[src/rtl/mips_mem_sequencer.sv]
// Memory sequencer for a single-cycle MIPS datapath sharing one variable-latency memory port.
// Optional bus timeout and HALT state are enabled with `define MEM_TIMEOUT_EN.
module mips_mem_sequencer #(
    parameter int DATA_W  = 32,
    parameter int TMO_CYC = 255
) (
    input  logic              clk,
    input  logic              reset_n,
    input  logic [DATA_W-1:0] PC,
    input  logic [DATA_W-1:0] ALUOut,
    input  logic [DATA_W-1:0] WriteData,
    input  logic              MemRead,
    input  logic              MemWrite,
    output logic [DATA_W-1:0] Instr,
    output logic [DATA_W-1:0] ReadData,
    output logic              cpu_en,
    output logic [31:0]       retired,
    output logic              bus_err,
    output logic              mem_req,
    output logic              mem_we,
    output logic [DATA_W-1:0] mem_addr,
    output logic [DATA_W-1:0] mem_wdata,
    input  logic [DATA_W-1:0] mem_rdata,
    input  logic              mem_ack
);

    if (TMO_CYC < 1) begin : g_tmo_check
        $error("TMO_CYC must be at least 1");
    end

    typedef enum logic [2:0] {
        IDLE,
        FETCH,
        EXEC,
        DATA,
        COMMIT
`ifdef MEM_TIMEOUT_EN
        , HALT
`endif
    } state_t;

    state_t state;
    state_t next_state;
    logic   is_write;

`ifdef MEM_TIMEOUT_EN
    localparam int CNT_W = $clog2(TMO_CYC + 1);
    logic [CNT_W-1:0] wait_cnt;
    logic             timeout;

    assign timeout = mem_req && !mem_ack && (wait_cnt == CNT_W'(TMO_CYC - 1));
`endif

    always_ff @(posedge clk) begin
        if (!reset_n) begin
            state <= IDLE;
        end else begin
            state <= next_state;
        end
    end

    always_comb begin
        next_state = state;
        case (state)
            IDLE:   next_state = FETCH;
            FETCH: begin
                if (mem_ack) begin
                    next_state = EXEC;
                end
`ifdef MEM_TIMEOUT_EN
                else if (timeout) begin
                    next_state = HALT;
                end
`endif
            end
            EXEC: begin
                if (MemWrite || MemRead) begin
                    next_state = DATA;
                end else begin
                    next_state = FETCH;
                end
            end
            DATA: begin
                if (mem_ack) begin
                    next_state = COMMIT;
                end
`ifdef MEM_TIMEOUT_EN
                else if (timeout) begin
                    next_state = HALT;
                end
`endif
            end
            COMMIT: next_state = FETCH;
`ifdef MEM_TIMEOUT_EN
            HALT:   next_state = HALT;
`endif
            default: next_state = IDLE;
        endcase
    end

    // Request lines derive from state only, so they are stable for the whole wait.
    always_comb begin
        mem_req   = 1'b0;
        mem_we    = 1'b0;
        mem_addr  = '0;
        mem_wdata = '0;
        cpu_en    = 1'b0;
        case (state)
            FETCH: begin
                mem_req  = 1'b1;
                mem_addr = PC;
            end
            EXEC: begin
                cpu_en = !MemWrite && !MemRead;
            end
            DATA: begin
                mem_req  = 1'b1;
                mem_we   = is_write;
                mem_addr = ALUOut;
                if (is_write) begin
                    mem_wdata = WriteData;
                end
            end
            COMMIT: begin
                cpu_en = 1'b1;
            end
            default: begin
                mem_req = 1'b0;
            end
        endcase
    end

    // Direction is captured at decode time; a store wins over a load.
    always_ff @(posedge clk) begin
        if (!reset_n) begin
            is_write <= 1'b0;
        end else if (state == EXEC) begin
            is_write <= MemWrite;
        end
    end

    always_ff @(posedge clk) begin
        if (!reset_n) begin
            Instr    <= '0;
            ReadData <= '0;
            retired  <= '0;
        end else begin
            if (state == FETCH && mem_ack) begin
                Instr <= mem_rdata;
            end
            if (state == DATA && mem_ack && !is_write) begin
                ReadData <= mem_rdata;
            end
            if (cpu_en) begin
                retired <= retired + 32'd1;
            end
        end
    end

`ifdef MEM_TIMEOUT_EN
    always_ff @(posedge clk) begin
        if (!reset_n) begin
            wait_cnt <= '0;
        end else if (next_state != state) begin
            wait_cnt <= '0;
        end else if (mem_req && !mem_ack) begin
            wait_cnt <= wait_cnt + 1'b1;
        end
    end

    always_ff @(posedge clk) begin
        if (!reset_n) begin
            bus_err <= 1'b0;
        end else if (timeout) begin
            bus_err <= 1'b1;
        end
    end
`else
    assign bus_err = 1'b0;
`endif

endmodule

[config.mk]
export PLATFORM = sky130hd
export DESIGN_NAME = mips_mem_sequencer
export DESIGN_NICKNAME = d
export VERILOG_FILES = /design/src/rtl/mips_mem_sequencer.sv
export SDC_FILE = /design/constraint.sdc
export NUM_CORES = 1
export LEC_CHECK = 0
export CELL_PAD_IN_SITES_DETAIL_PLACEMENT = 0
export CELL_PAD_IN_SITES_GLOBAL_PLACEMENT = 1
export CORE_AREA = 2 2 115 117
export DETAILED_ROUTE_END_ITERATION = 10
export DIE_AREA = 0 0 117 119
export DONT_BUFFER_PORTS = 1
export GPL_TIMING_DRIVEN = 0
export HOLD_SLACK_MARGIN = 0.15
export PLACE_DENSITY_LB_ADDON = 0.1
export SLEW_MARGIN = 20
export SYNTH_ARGS = -nofsm -noshare
export SYNTH_HDL_FRONTEND = slang
export SYNTH_SLANG_ARGS = --single-unit
[constraint.sdc]
create_clock -name clk -period 3.4 [get_ports clk]
set_input_delay 1.02 -clock clk [delete_from_list [all_inputs] [get_ports clk]]
set_output_delay 1.02 -clock clk [all_outputs]
set_load 0.02 [all_outputs]
==> impl_summary.log, run 1 <==
INFO  metric outcome = complete, no violations
INFO  metric placed_area = 4850 um2
INFO  metric clkLatencyLatePin = 0.35 ns
INFO  metric layout-area-overhead-vs-synth = 11.1%
INFO  metric crit_fanout = 10
INFO  metric postSynthRegisterBits = 100
INFO  metric pwr-share-seq = 0.505
INFO  metric pin_count_of_the_biggest_net_entering_global_routing = 18
INFO  metric timing.critical_path.cells = or4b_1, buf_2, a21oi_1
INFO  metric critPathRequiredTime = 2.38 ns
INFO  metric grt_pass1_vias = 4123
INFO  metric cts_hold_buffers = 0
INFO  metric slowest_stage = a21oi_1
INFO  metric synthesis.yosys.warnings = 0
INFO  metric ant_nets = 0
INFO  metric report.power.total = 2.48 mW
INFO  metric die_ar = 13900 um2
INFO  metric drt-total-wl = 15700 um
INFO  metric fin_worst_skew = 0.00879 ns
INFO  metric clock_tree.buffer_depth = 2
INFO  metric routed_wire_length_per_instance = 19.9 um
INFO  metric detail_route.iter0.violations = 206
INFO  metric yosysTopAreaCellShare = 0.432
INFO  metric clkPwrFrac = 0.405
INFO  metric critPathTopFamily = compound AO/OA/AOI/OAI gates
INFO  metric cp_bufs_invs = 1
INFO  metric synth-seq-area-share = 0.432
INFO  metric ctsRootBufferMaster = clkbuf_16
INFO  metric syn_area = 4630 um2
INFO  metric post-route-period-util = 0.972
INFO  metric timing.critical_path.slowest_cell_delay = 0.57 ns
INFO  metric post-synth-top-area-cell = dfxtp_1
INFO  metric syn_avg_cell_area = 7.73 um2
INFO  metric crit_arrival = 2.28 ns
INFO  metric timing.max_slew.rel_slack = 0.529
INFO  metric dr_total_vias = 4294
INFO  metric buffers_on_ports = 0
INFO  metric die-height = 119 um
INFO  metric finalInstanceArea = 5150 um2
INFO  metric diodes = 0
INFO  metric combinationalPowerShare = 0.090
INFO  metric first_pass_grt_wire_length = 23500 um
INFO  metric place_congestion = 0.811
INFO  metric final_setup_violation_count = 0
INFO  metric internal_power_of_the_cells = 1.79 mW
INFO  metric design.final.nets = 743
INFO  metric drtPass1Iterations = 4
INFO  metric grt_antenna_before_repair = 0
INFO  metric max_freq = 0.303 GHz
INFO  metric total_leakage_power = 1.63 nW
INFO  metric yosys.cell_types.count = 38
INFO  metric htree_levels = 3
INFO  metric power_switching = 0.691 mW
INFO  metric sw_frac_of_total = 0.279
INFO  metric grt_util_all_layers = 0.224
INFO  metric start_kind = input port
INFO  metric cts_tree = done
INFO  metric synth.net_count = 733
INFO  metric fp.coreArea = 12900 um2
INFO  metric hold_path_class = reg2reg
INFO  metric layout-drive-gt1-share = 0.0521
INFO  metric hpwl = 12400 um
INFO  metric clk_pin_slew_worst_paths = 0.07 ns
INFO  metric avgViaCountPerCell = 5.44
INFO  metric ios = 297
INFO  metric die_width = 117 um
INFO  metric tightestPinTransition = 0.706 ns
INFO  metric slew_viol_final = 0
INFO  metric p_per_area = 482 nW/um2
INFO  metric cap_viol_max_count = 0
INFO  metric final_hold_viols = 0
INFO  metric synthesis.instances = 599
INFO  metric setup.worst_path.class = in2out
INFO  metric cts_num_sinks = 100
INFO  metric fp-row-count = 42
INFO  metric floorplan.initialDensity = 0.360
INFO  metric top_cells_by_area_in_the_synthesized_netlist = dfxtp_1 (43%), nand2_1 (11%), a21oi_1 (9.6%)
INFO  metric numCtsBuffers = 9
INFO  metric cp-end-kind = output port
INFO  metric vdd.ir_drop.worst = 0.199 mV
INFO  metric rsz0062_at_grt = no
INFO  metric filler_cell_count = 1324
INFO  metric final.min_clock_period = 3.30 ns
INFO  metric post-route-drc-count = 0
INFO  metric aggregate_global_routing_overflow = 0
per-layer routing:
layer  vias up  track usage  routed length [um]  part of all wire
li1       2063            -                   -                 -
met2       205        0.400                8070              0.51
met5         -            0                   0                 0
met3        24       0.0682                1340             0.085
met1      2002        0.246                5910              0.38
met4         0       0.0838                 416             0.026
path summary, 6_finish.rpt:
kind	start	end	slack, ns	cells past startpoint
setup reg to reg	state[1]	retired[28]	0.88	7
hold / removal	is_write	is_write	0.52	2
setup / recovery	MemWrite	cpu_en	0.1	3
hold reg to reg	is_write	is_write	0.52	2
worst reg2reg max path, delay by kind of cell (launching register included):
kind            cells  cell delay (ns)
compound gates      3             0.83
flops               1             0.42
buf+inv             3             0.69
simple gates        1             0.44
cells in the mapped netlist:
| library cell | count |
|---|---|
| nand2_1 | 138 |
| dfxtp_1 | 100 |
| a21oi_1 | 89 |
| nor2_1 | 49 |
| clkbuf_1 | 38 |
| mux2i_1 | 34 |
| and2_1 | 32 |
| or4_1 | 11 |
| nand3_1 | 10 |
| nand4_1 | 10 |
| o31ai_1 | 9 |
| xnor2_1 | 9 |
| o21ai_0 | 8 |
| inv_1 | 6 |
| nor3_1 | 6 |
| or3_1 | 6 |
| a211oi_1 | 5 |
| nand4b_1 | 5 |
| nand2b_1 | 4 |
| o41ai_1 | 4 |
| buf_1 | 3 |
| a2111o_1 | 2 |
| and4_1 | 2 |
| buf_2 | 2 |
| nand3b_1 | 2 |
| nor4_1 | 2 |
| or2_2 | 2 |
| a2111oi_0 | 1 |
| and3_1 | 1 |
| and4b_1 | 1 |
| buf_4 | 1 |
| conb_1 | 1 |
| ha_1 | 1 |
| inv_2 | 1 |
| nor3b_1 | 1 |
| o211ai_1 | 1 |
| or4b_1 | 1 |
| xor2_1 | 1 |
power groups by stage:
| stage | Clock [mW] | Sequential (mW) | Combinational (mW) |
|---|---|---|---|
| 6_report | 1.01 | 1.25 | 0.223 |
| 3_5_place_dp | 0 | 1.28 | 0.229 |
| 2_1_floorplan | 0 | 1.27 | 0.183 |
| 4_1_cts | 1.03 | 1.25 | 0.227 |
| 5_1_grt | 1.08 | 1.26 | 0.248 |
| 3_3_place_gp | 0 | 1.28 | 0.224 |
per-stage QoR:
step	setup TNS (ns)	utilization	std cells	hold slack, ns	worst slack [ns]
floorplan	0	-	599	0.466	0.200
global placement	-0.599	0.377	775	0.493	-0.107
CTS	0	0.399	790	0.513	0.0775
global route	0	0.400	790	0.574	0.00112
detailed placement	-0.810	0.377	775	0.500	-0.133
finish	0	0.400	790	0.519	0.0966
cells by family (layout without fill, tap and decap cells):
group,count (synthesis),after routing,share of synthesized area
compound gates,119,119,0.143
xor+xnor,10,10,0.0189
fa+ha+maj,1,1,0.00270
buf+inv,51,66,0.0427
flops,100,100,0.432
mux,34,34,0.0735
other cells,1,1,0.000809
simple gates,283,283,0.286
cell type report:
class                           count  area (um2)  share of cell area
Multi-Input combinational cell    448        2440               0.473
Inverter                            7        26.3             0.00510
Clock buffer                       11         243              0.0472
Clock inverter                      5        42.5             0.00826
Buffer                             43         178              0.0345
Tap cell                          176         220              0.0428
Sequential cell                   100        2000               0.389
what timing repair did:
item,in CTS,in global routing
setup buffers,0,0
endpoints found under the setup margin,54,28
resized for setup,7,7
pin swaps,0,0
flip-flops by register name, indices dropped and copies added (netlist names):
signal    cells
state         3
is_write      1
retired      32
Instr        32
ReadData     32
layout by cell type (no fill, tap or decap), types with 8 or more instances in the layout:
master / n
clkbuf_16: 9
nand4_1: 10
nand2_1: 138
clkbuf_1: 31
o21ai_0: 8
nand3_1: 10
a21oi_1: 89
and2_1: 31
nor2_1: 49
dfxtp_1: 100
xnor2_1: 9
o31ai_1: 9
or4_1: 11
mux2i_1: 34
No activity file was read; power rests on OpenSTA's default activity.
==> run 2, diff against run 1 <==
Settings changed: CORE_AREA 2 2 115 117 to 2 2 116 118, DIE_AREA 0 0 117 119 to 0 0 118 120, GPL_ROUTABILITY_DRIVEN from default to 0.
Clock period 3.4 ns to 4.2 ns, I/O delays scaled along.
==> impl_summary.log, run 2 (synthesis gave the netlist of run 1 again) <==
INFO  metric die_width = 118 um
INFO  metric ant_nets = 0
INFO  metric die-height = 120 um
INFO  metric hpwl = 11900 um
INFO  metric hold_path.startpoint = is_write
INFO  metric timing.critical_path.slowest_cell_delay = 0.38 ns
INFO  metric grt_antenna_before_repair = 3
INFO  metric ff2ff_setup_slack = 1.64 ns
INFO  metric detail_route.iter0.violations = 240
INFO  metric avgViaCountPerCell = 5.41
INFO  metric total_leakage_power = 1.63 nW
INFO  metric outcome = complete, no violations
INFO  metric crit_fanout = 10
INFO  metric worst_path_most_repeated_cell = clkbuf_1
INFO  metric drt-total-wl = 15400 um
INFO  metric vdd.ir_drop.worst = 0.159 mV
INFO  metric slew_viol_final = 0
INFO  metric drtPass1Iterations = 5
INFO  metric first_pass_grt_wire_length = 22800 um
INFO  metric dr_total_vias = 4299
INFO  metric timing.critical_path.cells = clkbuf_1, nand2b_1, clkbuf_1, inv_1, and3_1, clkbuf_2, and2_1
INFO  metric final.setup.tns = 0 ns
INFO  metric cp-end-kind = output port
INFO  metric die_ar = 14200 um2
INFO  metric max_freq = 0.258 GHz
INFO  metric finalCoreUtilization = 0.399
INFO  metric final_hold_viols = 0
INFO  metric clkLatencyLatePin = 0.36 ns
INFO  metric timing.max_slew.rel_slack = 0.450
INFO  metric mostFrequentLayoutCell = nand2_1
INFO  metric cts_tree = done
INFO  metric grt_pass1_vias = 3941
INFO  metric floorplan.initialDensity = 0.357
INFO  metric tightestPinTransition = 0.824 ns
INFO  metric p_per_area = 404 nW/um2
INFO  metric grt_util_all_layers = 0.211
INFO  metric cts_num_sinks = 100
INFO  metric final_cell_mix = nand2_1 (138), dfxtp_1 (100), a21oi_1 (89)
INFO  metric rsz0062_at_grt = no
INFO  metric design.final.nets = 744
INFO  metric cts_setup_buffers = 0
INFO  metric post-route-drc-count = 0
INFO  metric start_kind = register
INFO  metric final_setup_violation_count = 0
INFO  metric buffers_on_ports = 0
INFO  metric ctsRootBufferMaster = clkbuf_16
INFO  metric clk_pin_slew_worst_paths = 0.08 ns
INFO  metric cap_viol_max_count = 0
INFO  metric critPathTopFamily = buffers and inverters
INFO  metric routed_wire_length_per_instance = 19.4 um
INFO  metric final.min_clock_period = 3.88 ns
INFO  metric fp-row-count = 42
INFO  metric layout-area-overhead-vs-synth = 11.8%
INFO  metric post-route-period-util = 0.924
INFO  metric r2r_start = state[2]
INFO  metric htree_levels = 3
INFO  metric r2r_cells = 7
INFO  metric setup.worst_path.class = reg2out
INFO  metric layout-drive-gt1-share = 0.0374
INFO  metric aggregate_global_routing_overflow = 0
INFO  metric hold_path_class = reg2reg
INFO  metric layout.cells.non_filler = 794
INFO  metric min_to = is_write
INFO  metric fin_worst_skew = 0.0106 ns
INFO  metric place.detailed.instances = 775
INFO  metric ios = 297
INFO  metric reg_top3 = Instr x32, ReadData x32, retired x32
INFO  metric worstHoldPathCells = 2
INFO  metric slowest_stage = and3_1
INFO  metric fp.coreArea = 13000 um2
INFO  metric clock_tree.buffer_depth = 2
INFO  metric critPathRequiredTime = 2.94 ns
INFO  metric numCtsBuffers = 9
INFO  metric critical_path.reg2reg.endpoint = retired[28]
INFO  metric pin_count_of_the_biggest_net_entering_global_routing = 20
INFO  metric crit_arrival = 2.62 ns
INFO  metric cp_bufs_invs = 4
==> run 2: worst min-delay path, cell delays in order, from the launching register on <==
cell,delay [ns]
dfxtp_1,0.33
o21ai_0,0.07
a21oi_1,0.06
==> run 2: per-stage QoR <==
step	power [mW]	instance area, um2	hold slack [ns]	worst slack (ns)
finish	2.09	5180	0.503	0.321
global route	2.18	5180	0.563	0.128
CTS	2.12	5170	0.504	0.103
detailed placement	1.22	4850	0.491	0.401
global placement	1.22	4850	0.493	0.409
floorplan	1.18	4630	0.466	0.520
==> run 2: area by class of cell <==
type / count / area (um2)
Clock inverter: 7 / 91.3
Inverter: 7 / 26.3
Multi-Input combinational cell: 448 / 2430
Fill cell: 1333 / 7800
Sequential cell: 100 / 2000
Antenna cell: 3 / 7.51
Buffer: 44 / 173
Clock buffer: 9 / 225
Tap cell: 176 / 220
==> run 2: what timing repair did <==
action,in CTS,in global routing
endpoints found under the setup margin,0,9
hold buffers,0,0
resized for setup,0,2
==> run 2: power breakdown <==
group          internal (mW)  leakage [nW]  switching [mW]  total, mW
Sequential             0.970         0.809          0.0443       1.01
Combinational         0.0508         0.660           0.130      0.180
Clock                  0.480         0.157           0.417      0.896
Total                   1.50          1.63           0.591       2.09
==> run 2: worst max-delay path by stage <==
stage	start	depth (start not counted)	to	slack (ns)
2_1_floorplan	MemWrite	3	cpu_en	0.52
3_3_place_gp	MemWrite	3	cpu_en	0.41
3_5_place_dp	MemWrite	3	cpu_en	0.40
4_1_cts	state[0]	7	mem_wdata[26]	0.10
5_1_grt	state[0]	7	mem_wdata[26]	0.13
6_report	state[0]	7	mem_wdata[28]	0.32
==> run 2: routing by layer <==
metal / GRT usage / part of all wire / wire length, um
met1: 0.233 / 0.37 / 5740
met2: 0.364 / 0.50 / 7800
met3: 0.0746 / 0.096 / 1490
met4: 0.0941 / 0.027 / 419
met5: 0 / 0 / 0
